==> config.mk <==
export PLATFORM = sky130hd
export DESIGN_NAME = typed_dim_fifo
export DESIGN_NICKNAME = d
export VERILOG_FILES = /design/src/rtl/typed_dim_pkg.sv /design/src/rtl/typed_dim_fifo_nz_reduce.sv /design/src/rtl/typed_dim_fifo.sv
export SDC_FILE = /design/constraint.sdc
export NUM_CORES = 1
export LEC_CHECK = 0
export CAP_MARGIN = 40
export CORE_MARGIN = 2
export CORE_UTILIZATION = 50
export CTS_BUF_LIST = sky130_fd_sc_hd__clkbuf_16
export DETAILED_ROUTE_END_ITERATION = 7
export PLACE_DENSITY_LB_ADDON = 0.3
export SLEW_MARGIN = 20
export SYNTH_ARGS = -nofsm -noshare
export SYNTH_HDL_FRONTEND = slang
export SYNTH_HIERARCHICAL = 1
export SYNTH_SLANG_ARGS = --single-unit
==> constraint.sdc <==
create_clock -name clk -period 2.4 [get_ports clk]
set_input_delay 0.36 -clock clk [delete_from_list [all_inputs] [get_ports clk]]
set_output_delay 0.36 -clock clk [all_outputs]
set_load 0.01 [all_outputs]
==> src/rtl/typed_dim_pkg.sv <==
// typed_dim_pkg
//   Shared types and helpers for the typed_dim_fifo block.
//   - clog2_safe : ceil(log2(n)) clamped to a minimum of 1, so index
//                  widths are never zero.
//   - TYPED_DIM_ELEM_T(W)       : element type, logic [W-1:0].
//   - TYPED_DIM_ENTRY_T(W, N)   : entry type, a packed array [N-1:0] of
//                                 W-bit elements; element 0 sits in the LSBs.
//   A package cannot take parameters. The typedef macros let each module
//   declare types whose dimensions follow its own parameters.
//   Optional feature macro: TYPED_DIM_FIFO_COUNT_EN (used by the top).

`ifndef TYPED_DIM_PKG_MACROS
`define TYPED_DIM_PKG_MACROS
`define TYPED_DIM_ELEM_T(W) logic [(W)-1:0]
`define TYPED_DIM_ENTRY_T(W, N) logic [(N)-1:0][(W)-1:0]
`endif

package typed_dim_pkg;

  // ceil(log2(n)), never less than 1.
  function automatic int clog2_safe(input int n);
    int r;
    r = 0;
    while ((1 << r) < n) r++;
    if (r < 1) r = 1;
    return r;
  endfunction

endpackage

==> src/rtl/typed_dim_fifo_nz_reduce.sv <==
// typed_dim_nz_reduce
//   Purely combinational: one output bit per element of an entry, set when
//   that element is non-zero.
//   Ports:
//     i_entry : entry, ELEMS elements of ELEM_W bits, element 0 in the LSBs
//     o_nz    : ELEMS bits, o_nz[k] = |i_entry[k]

module typed_dim_nz_reduce
  import typed_dim_pkg::*;
#(
  parameter int ELEM_W = 6,
  parameter int ELEMS  = 2
) (
  input  logic [ELEMS*ELEM_W-1:0] i_entry,
  output logic [ELEMS-1:0]        o_nz
);

  typedef `TYPED_DIM_ENTRY_T(ELEM_W, ELEMS) entry_t;

  entry_t w_entry;
  assign w_entry = i_entry;

  for (genvar k = 0; k < ELEMS; k++) begin : g_elem
    assign o_nz[k] = |w_entry[k];
  end

endmodule

==> src/rtl/typed_dim_fifo.sv <==
// typed_dim_fifo
//   Synchronous FIFO of DEPTH entries. Each entry is a packed array of ELEMS
//   elements of ELEM_W bits. The head entry is presented combinationally,
//   together with a per-element non-zero vector.
//   Handshake: a write transfers on a rising edge where in_valid && in_ready;
//   a read transfers on a rising edge where out_valid && out_ready. in_ready
//   is !full and never depends on out_ready. out_valid is !empty. Requests
//   made while full (write) or empty (read) have no effect.
//   Ports:
//     clk, rst     : clock; synchronous active-high reset
//     in_valid     : write request
//     in_ready     : not full
//     in_data      : entry to write
//     out_valid    : not empty
//     out_ready    : read acknowledge
//     out_data     : head entry, all zeros when empty
//     out_elem_nz  : per-element non-zero flags of the head, zero when empty
//     count        : occupancy, present only with TYPED_DIM_FIFO_COUNT_EN
//   Optional feature macro: TYPED_DIM_FIFO_COUNT_EN.

module typed_dim_fifo
  import typed_dim_pkg::*;
#(
  parameter int ELEM_W = 6,
  parameter int ELEMS  = 2,
  parameter int DEPTH  = 4
) (
  input  logic                                clk,
  input  logic                                rst,
  input  logic                                in_valid,
  output logic                                in_ready,
  input  logic [ELEMS*ELEM_W-1:0]             in_data,
  output logic                                out_valid,
  input  logic                                out_ready,
  output logic [ELEMS*ELEM_W-1:0]             out_data,
  output logic [ELEMS-1:0]                    out_elem_nz
`ifdef TYPED_DIM_FIFO_COUNT_EN
  ,
  output logic [typed_dim_pkg::clog2_safe(DEPTH):0] count
`endif
);

  localparam int AW = clog2_safe(DEPTH);
  localparam int PW = AW + 1;

  typedef `TYPED_DIM_ENTRY_T(ELEM_W, ELEMS) entry_t;

  // Storage is deliberately not reset; only the pointers carry state that
  // matters after reset.
  entry_t r_mem [DEPTH];

  // The pointer MSB is a lap bit: equal index with differing lap means full.
  logic [PW-1:0] r_wptr;
  logic [PW-1:0] r_rptr;

  logic          w_full;
  logic          w_empty;
  logic          w_wr;
  logic          w_rd;
  entry_t        w_head;
  logic [ELEMS-1:0] w_nz;

  assign w_empty = (r_wptr == r_rptr);
  assign w_full  = (r_wptr[AW-1:0] == r_rptr[AW-1:0]) && (r_wptr[AW] != r_rptr[AW]);

  assign in_ready  = !w_full;
  assign out_valid = !w_empty;

  assign w_wr = in_valid && !w_full;
  assign w_rd = out_ready && !w_empty;

  // Empty shows zeros rather than stale storage; no fall-through.
  assign w_head   = w_empty ? '0 : r_mem[r_rptr[AW-1:0]];
  assign out_data = w_head;

  typed_dim_nz_reduce #(
    .ELEM_W (ELEM_W),
    .ELEMS  (ELEMS)
  ) u_nz (
    .i_entry (w_head),
    .o_nz    (w_nz)
  );

  assign out_elem_nz = w_nz & {ELEMS{out_valid}};

  // Reset wins over a concurrent write so nothing lands during reset.
  always_ff @(posedge clk) begin
    if (!rst && w_wr) begin
      r_mem[r_wptr[AW-1:0]] <= in_data;
    end
  end

`ifdef TYPED_DIM_FIFO_COUNT_EN
  logic [PW-1:0] r_count;
  assign count = r_count;
`endif

  // Pointers wrap modulo 2*DEPTH through natural PW-bit overflow.
  always_ff @(posedge clk) begin
    if (rst) begin
      r_wptr <= '0;
      r_rptr <= '0;
`ifdef TYPED_DIM_FIFO_COUNT_EN
      r_count <= '0;
`endif
    end else begin
      if (w_wr) r_wptr <= r_wptr + PW'(1);
      if (w_rd) r_rptr <= r_rptr + PW'(1);
`ifdef TYPED_DIM_FIFO_COUNT_EN
      r_count <= r_count + PW'(w_wr) - PW'(w_rd);
`endif
    end
  end

endmodule

[Word-level counts from Yosys, hierarchy flattened]
Memories as Yosys holds them, arrays and structs flattened. A register that Yosys moved wholly into a read port is not among the register bits.
Cells that the tools add are included.
Operators by class
  reduce and logical (&&, ||, !) cells: 9
  equality and inequality tests: 3
  bitwise gates (word level): 1
  $add $sub $neg: 2
  multiplexer cells: 5
Operators by type and width (number)
  2-to-1 mux 12 bit: 1
  OR reduction 6 bit: 2
  adder 3 x 1 -> 3 bit, second input constant: 2
  logical AND 1 bit: 4
  2-to-1 mux 2 bit: 2
  equality test 3 bit: 1
  logical NOT 1 bit: 3
  AND 2 bit: 1
  equality test 2 bit: 1
  2-to-1 mux 1 bit: 2
  != test 1 bit: 1
Storage, ports and cells
  output and inout bits: 16
  bits in registers: 6
  memories: 1
  logic and storage cells: 23
  bits in writable memories: 48
Memories
  r_mem: depth 4, width 12, rd ports 1, clocked after Yosys merged registers in 1, wr ports 1, RTL line typed_dim_fifo.sv:50  | entry_t r_mem [DEPTH];

[Longest topological paths before layout]
Gate-level depths: netlist of the first run.
  depth after elaboration: 7
  gate-level depth with buffers: 8
  mapped depth without buffers: 6

[Cells and area by module]
The synthesis of the first run kept the hierarchy.
By module, submodules not included
  typed_dim_fifo: instances 1, seq. area each 1601.5 µm², cells an instance 148, area an instance 2406.1 µm²
  typed_dim_nz_reduce: instances 1, seq. area each 0.0 µm², cells an instance 6, area an instance 27.5 µm²

[Least setup slack after synthesis of the first run]
Ideal clock, no wire load.
  path kind: flip-flop to output port
  start: reg (tool-made name)
  end: out out_elem_nz[0]
  buffers on the path: 1
  data arrival time: 1.748 ns
  setup slack: 0.292 ns
  required time: 2.040 ns
  cell stages (with the launch flop): 7
  path through: dfxtp_1 > buf_4 > mux4_2 > nor2b_1 > nor4_1 > nand2_1 > nor2b_1
RTL lines
  end, declared: RTL line typed_dim_fifo.sv:36  | output logic [ELEMS-1:0] out_elem_nz

==> reports/results.txt, run 1 <==
status: finished clean
CP Launch Type: flip-flop
RSZ-0062 raised after global routing: true
clk sinks: 56
syn_nets: 175
Synth top area share: 59.2%
worst-margin pin slew: 0.363 ns
power density over the cells: 1220 nW/µm²
Clock Path Buffers: 2
# Max-Cap Violations: 0
routed vias: 1474
total negative slack: 0 ns
FP Rows: 25
Inserted Clock Buffers: 5
cts hold-fix bufs: 0
Avg Inst Size Synth: 15.8 µm²
pre-CTS WS: -0.0750 ns
first-pass GRT wire length: 7190 µm
Max Fclk: 419 MHz
Pleak: 1.17 nW
clock power share: 17.0%
GRT Overall Usage: 18.0%
critical path peak fanout: 6
DR WL/cell: 16.7 µm
CP Capture Type: output port
main combinational cell family by area after synthesis: simple AND/OR/NAND/NOR gates
clk_lat worst skew: 0.28 ns
Overall Power: 3.92 mW
Fill cells: 310
Crit Path Category: flip-flop to output port
IO Port Bufs: 31
Compound-Gate Fraction of Synth Area: 4.06%
Rel. slew slack: 75.6%
worst vdd ir: 0.733 mV
Period Utilization, post-route: 99.4%
CTS tree: built
NetSw: 1.27 mW
Residual DRC: 0
Worst path slowest cell: mux4_2
internal power: 2.65 mW
combinational share of power: 51.6%
clock slew at reported path FFs: 0.06 ns
final weighted congestion in routability-driven placement: 0.859
CP arrival: 2.03 ns
largest net degree at the start of global routing: 16
Worst Skew: 0.00564 ns
mux cell area share after synthesis: 11.1%
Synth area leader: edfxtp_1
CTS root buffer: clkbuf_16
CORE AREA: 4720 µm²
Mapped Area: 2430 µm²
crit-path max cell delay: 0.49 ns
Hold WC Path Type: flip-flop to flip-flop
asr flop ratio synth: 0%
Final Hold Viols: 0
Final nets: 229
ys flop type: edfxtp_1
Sw Share: 32.4%
synth top area cells: edfxtp_1 59%, mux4_2 11%, dfxtp_1 6.6%
first drt pass iteration count: 4
Initial Utilization: 51.5%
H-tree lvl count: 2
diode count: 0
Final Max Tran Viols: 0
vias per inst: 5.34
synth warn: 6
adder-cell share of the synthesized area: 2.57%
number of synthesized flops with an enable pin: 48
synthesized flop and latch total: 56
register area share after synthesis: 65.8%
# IOs: 32
minimum clock period: 2.39 ns
worst path required time: 2.04 ns
Synth cell types: 29
Simple-Gate Fraction of Synth Area: 11.6%
Detailed Route Iter0 Violations: 95
Cells after Synth: 154
number of global-route vias before repair: 1472
sequential power share: 31.4%
post-synthesis xor/xnor area fraction: 2.47%
Die Footprint: 5440 µm²
Die W: 73.8 µm
Layout area overhead: 32.1%
Routed WL: 4620 µm
hpwl dp: 3210 µm
final antenna-violating net count: 0
CP cell instances: buf_12 > mux4_2 > nor2b_4 > nor4_2 > nand2_1 > nor2b_1 > buf_2
initial antenna violation count: 0
die height: 73.8 µm
setup slack after layout: 0.0134 ns
total grt overflow: 0
# setup viols final: 0
share of cells above drive strength 1: 26.3%
Synth top cells by count: 48 x edfxtp_1, 16 x nor2b_1, 12 x mux4_2, 8 x dfxtp_1, 7 x nand3_1
top-count cell post-synth: edfxtp_1
sequential cells by signal, summed over array words and instances (netlist names), named ones only:
| register | cells |
|---|---|
| r_rptr | 3 |
| r_mem | 48 |
| r_wptr | 3 |
through the flow:
| step | cells | util [%] | instance area, µm² | hold WS [ns] |
|---|---|---|---|---|
| 2_1_floorplan | 154 | - | 2430 | 0.459 |
| 3_3_place_gp | 264 | 62.8 | 2970 | 0.538 |
| 3_5_place_dp | 264 | 62.8 | 2970 | 0.551 |
| 4_1_cts | 274 | 66.9 | 3160 | 0.561 |
| 5_1_grt | 276 | 68.1 | 3210 | 0.568 |
| 6_report | 276 | 68.1 | 3210 | 0.519 |
cells in the final DEF (no fill, tap or decap), types with 2 or more instances in the layout:
cell type | netlist | routed
a211o_1 | 2 | 2
a21oi_1 | 2 | 2
a31oi_1 | 3 | 3
a41oi_1 | 2 | 2
and3_1 | 5 | 5
buf_12 | 0 | 3
buf_2 | 2 | 2
buf_4 | 1 | 19
clkbuf_16 | 0 | 5
clkdlybuf4s50_1 | 0 | 24
dfxtp_1 | 8 | 6
dlygate4sd2_1 | 0 | 2
dlymetal6s2s_1 | 0 | 3
edfxtp_1 | 48 | 48
ha_1 | 5 | 5
inv_1 | 5 | 7
mux4_2 | 12 | 12
nand2_1 | 6 | 6
nand3_1 | 7 | 7
nand4_1 | 4 | 4
nor2_1 | 2 | 2
nor2b_1 | 16 | 11
nor2b_4 | 0 | 4
nor3b_1 | 4 | 4
nor4_2 | 0 | 2
o211ai_1 | 2 | 2
o21ai_0 | 4 | 4
xnor2_1 | 3 | 2
xor2_2 | 1 | 2
path summary, 6_finish.rpt:
path	slack [ns]	to	start	cells past startpoint
max	0.01	out_elem_nz[1]	flip-flop	7
min	0.52	r_rptr[2]$_SDFFE_PP0P_	r_rptr[2]$_SDFFE_PP0P_	2
max reg2reg	0.53	r_mem[1][6]$_DFFE_PP_	r_wptr[1]$_SDFFE_PP0P_	5
min reg2reg	0.52	r_rptr[2]$_SDFFE_PP0P_	r_rptr[2]$_SDFFE_PP0P_	2
cell type report:
cell class                 count  area (µm²)  area share, %
sequential                    56        1610           50.0
timing repair buffer          54         536           16.7
multi-input combinational     86         833           25.9
tap                           67        83.8           2.61
clock buffer                   5         125           3.89
clock inverter                 3        11.3          0.350
inverter                       5        18.8          0.584
power groups by stage:
stage	clock network, mW	logic (mW)	registers, mW
after floorplan	0	0.947	1.25
after global placement	0	1.85	1.23
after detailed placement	0	1.89	1.24
after CTS	0.681	1.96	1.23
after global routing	0.718	2.19	1.24
final	0.667	2.02	1.23
routing by layer:
layer | vias to the layer above | global-route usage [%] | part of all wire (%)
met3 | 4 | 4.80 | 4.0
met2 | 34 | 30.7 | 51
met5 | - | 0 | 0
met1 | 723 | 22.5 | 44
li1 | 713 | - | -
met4 | 0 | 5.66 | 0.84
cells by family (layout without fill, tap and decap cells):
group                      count (synthesis)  count (layout)
DFF                                       56              56
and+or+nand+nor                           48              48
AOI/OAI and AO/OA                         15              15
adders and majority gates                  5               5
muxes                                     12              12
buffers and inverters                     12              67
xor gates and xnor gates                   6               6
repair_timing:
action / in CTS / in global routing
setup buffers: 1 / 2
resized for setup: 20 / 10
pin swaps: 5 / 4
endpoints found under the setup margin: 4 / 8
gates cloned: 1 / 0
critical path: cells and delay by family, from the launching register on:
kind / cells / cell delay [ns]
buffers and inverters: 2 / 0.27
flip-flops: 1 / 0.39
multiplexers: 1 / 0.49
AND/OR/NAND/NOR: 4 / 0.59
No activity file was read; power rests on OpenSTA's default activity.
==> inputs of run 2 (changes only) <==
- SLEW_MARGIN: 20 -> 10
==> results of run 2 <==
No change in the layout: final DEF, timing and power equal those of run 1.
==> inputs of run 3 (changes only) <==
- CORE_ASPECT_RATIO: unset -> 1.2
- SETUP_SLACK_MARGIN: unset -> 0.05
- clock period: 2.4 -> 3 ns (I/O delays scaled with it)
==> reports/results.txt, run 3 (synthesis gave the netlist of run 1 again) <==
status: finished clean (unchanged)
worst r2r src: r_wptr[0]$_SDFFE_PP0P_ (was r_wptr[1]$_SDFFE_PP0P_)
combinational share of power: 44.9% (was 51.6%)
Final Max Tran Viols: 0 (unchanged)
# IOs: 32 (unchanged)
routed vias: 1410 (was 1474)
critical path peak fanout: 15 (was 6)
vias per inst: 5.69 (was 5.34)
worst path required time: 2.55 ns (was 2.04 ns)
diode count: 0 (unchanged)
final weighted congestion in routability-driven placement: 0.810 (was 0.859)
DR WL/cell: 17.2 µm (was 16.7 µm)
Clock Path Buffers: 2 (unchanged)
first-pass GRT wire length: 6990 µm (was 7190 µm)
largest net degree at the start of global routing: 19 (was 16)
Detailed Route Iter0 Violations: 59 (was 95)
Worst Skew: 0.00635 ns (was 0.00564 ns)
Final Hold Viols: 0 (unchanged)
power density over the cells: 966 nW/µm² (was 1220 nW/µm²)
CP Capture Type: output port (unchanged)
Period Utilization, post-route: 85.8%
total negative slack: 0 ns (unchanged)
CORE AREA: 4630 µm² (was 4720 µm²)
Final nets: 210 (was 229)
clock power share: 19.5% (was 17.0%)
HP Start: r_rptr[2]$_SDFFE_PP0P_ (unchanged)
Inserted Clock Buffers: 5 (unchanged)
initial antenna violation count: 0 (unchanged)
final antenna-violating net count: 0 (unchanged)
Routed WL: 4270 µm (was 4620 µm)
DP Area: 2810 µm² (was 2970 µm²)
hpwl dp: 3060 µm (was 3210 µm)
CP arrival: 2.12 ns (was 2.03 ns)
Final Cell Area: 2990 µm² (was 3210 µm²)
# Max-Cap Violations: 0 (unchanged)
IO Port Bufs: 31 (unchanged)
max FFs per register: 48 (unchanged)
cts hold-fix bufs: 0 (unchanged)
clk sinks: 56 (unchanged)
Layout area overhead: 22.7% (was 32.1%)
R2R Setup Slk: 0.96 ns (was 0.53 ns)
Hold WC Path Type: flip-flop to flip-flop (unchanged)
die height: 80.4 µm (was 73.8 µm)
RSZ-0062 raised after global routing: false (was true)
CP Launch Type: flip-flop (unchanged)
Crit Path Category: flip-flop to output port (unchanged)
Die Footprint: 5440 µm² (about the same)
Reg2Reg Depth: 3 (was 5)
sequential power share: 35.6% (was 31.4%)
clk_lat worst skew: 0.29 ns (was 0.28 ns)
clock slew at reported path FFs: 0.07 ns (was 0.06 ns)
Max Fclk: 388 MHz
first drt pass iteration count: 4 (unchanged)
number of global-route vias before repair: 1449 (was 1472)
CTS tree: built (unchanged)
Die W: 67.7 µm (was 73.8 µm)
total grt overflow: 0 (unchanged)
commonest non-fill, non-tap cell in the layout: edfxtp_1 (unchanged)
CTS root buffer: clkbuf_16 (unchanged)
Sw Share: 32.5% (was 32.4%)
Pleak: 1.00 nW (was 1.17 nW)
Setup Fix Bufs, Post-CTS: 0 (was 1)
worst vdd ir: 0.482 mV (was 0.733 mV)
GRT Overall Usage: 18.0% (about the same)
FP Rows: 27 (was 25)
H-tree lvl count: 2 (unchanged)
# setup viols final: 0 (unchanged)
worst-margin pin slew: 0.710 ns (was 0.363 ns)
minimum clock period: 2.57 ns
Rel. slew slack: 52.3% (was 75.6%)
worst hold endpoint: r_rptr[2]$_SDFFE_PP0P_ (unchanged)
Residual DRC: 0 (unchanged)
internal power: 1.95 mW (was 2.65 mW)
share of cells above drive strength 1: 16.3% (was 26.3%)
Worst Hold Depth: 2 (unchanged)
NetSw: 0.936 mW (was 1.27 mW)
reg2reg end: r_mem[3][3]$_DFFE_PP_ (was r_mem[1][6]$_DFFE_PP_)
most frequent cells in the layout: 48 x edfxtp_1, 29 x clkdlybuf4s50_1, 16 x nor2b_1 (was 48 x edfxtp_1, 24 x clkdlybuf4s50_1, 19 x buf_4)
Initial Utilization: 52.6% (was 51.5%)
run 3: changes by cell type in the layout (fill, tap and decap cells not counted), moves of 3 or more:
cell / change
nor2b_1: +5
dfxtp_2: +3
nor2b_4: -4
clkdlybuf4s50_1: +5
buf_4: -16
run 3: power groups by stage:
stage / Clock, mW / Sequential [mW] / Combinational (mW)
floorplan: 0 / 0.998 / 0.757
global placement: 0 / 1.02 / 1.27
detailed placement: 0 / 1.03 / 1.31
CTS: 0.575 / 1.02 / 1.31
global route: 0.604 / 1.04 / 1.43
finish: 0.563 / 1.03 / 1.29
run 3: final cells by class:
class	instances	area, µm²
Multi-Input combinational cell	86	781
Clock inverter	3	23.8
Sequential cell	56	1610
Tap cell	58	72.6
Fill cell	322	1640
Inverter	5	18.8
Timing Repair Buffer	35	358
Clock buffer	5	125
run 3: repair_timing:
| item | 4_1_cts | 5_1_grt |
|---|---|---|
| endpoints found under the setup margin | 2 | 2 |
| gates resized for setup | 3 | 7 |
| pin swaps | 0 | 1 |
run 3: through the flow:
stage | cells | hold slack [ns] | power (mW) | util [%] | setup WS, ns
after floorplan | 154 | 0.521 | 1.76 | - | 0.802
after global placement | 240 | 0.543 | 2.29 | 60.6 | 0.406
after detailed placement | 240 | 0.553 | 2.34 | 60.6 | 0.305
after CTS | 248 | 0.563 | 2.91 | 64.1 | 0.0810
after global routing | 248 | 0.586 | 3.07 | 64.5 | 0.277
final | 248 | 0.562 | 2.88 | 64.5 | 0.426
run 3: worst max-delay path: stages, from the launching register on:
cell             delay (ns)
dfxtp_1                0.44
xor2_2                 0.36
nor3_2                 0.08
buf_4                  0.20
nor2b_1                0.19
clkdlybuf4s50_1        0.56
run 3: worst max-delay path by stage:
| stage | cells past startpoint | startpoint | to | slack, ns |
|---|---|---|---|---|
| final | 5 | r_wptr[2]$_SDFFE_PP0P_ | out_data[3] | 0.43 |
| after floorplan | 6 | flip-flop | out_elem_nz[0] | 0.80 |
| after global placement | 7 | flip-flop | out_elem_nz[0] | 0.41 |
| after CTS | 7 | flip-flop | out_elem_nz[0] | 0.08 |
| after detailed placement | 8 | r_wptr[0]$_SDFFE_PP0P_ | out_elem_nz[1] | 0.30 |
| after global routing | 7 | flip-flop | out_elem_nz[1] | 0.28 |
run 3: layer usage:
metal / vias to the layer above / global-route usage, % / wire length (µm)
met4: 0 / 5.51 / 40
met3: 4 / 3.50 / 146
met5: - / 0 / 0
met2: 31 / 32.4 / 2350
li1: 666 / - / -
met1: 709 / 21.2 / 1730
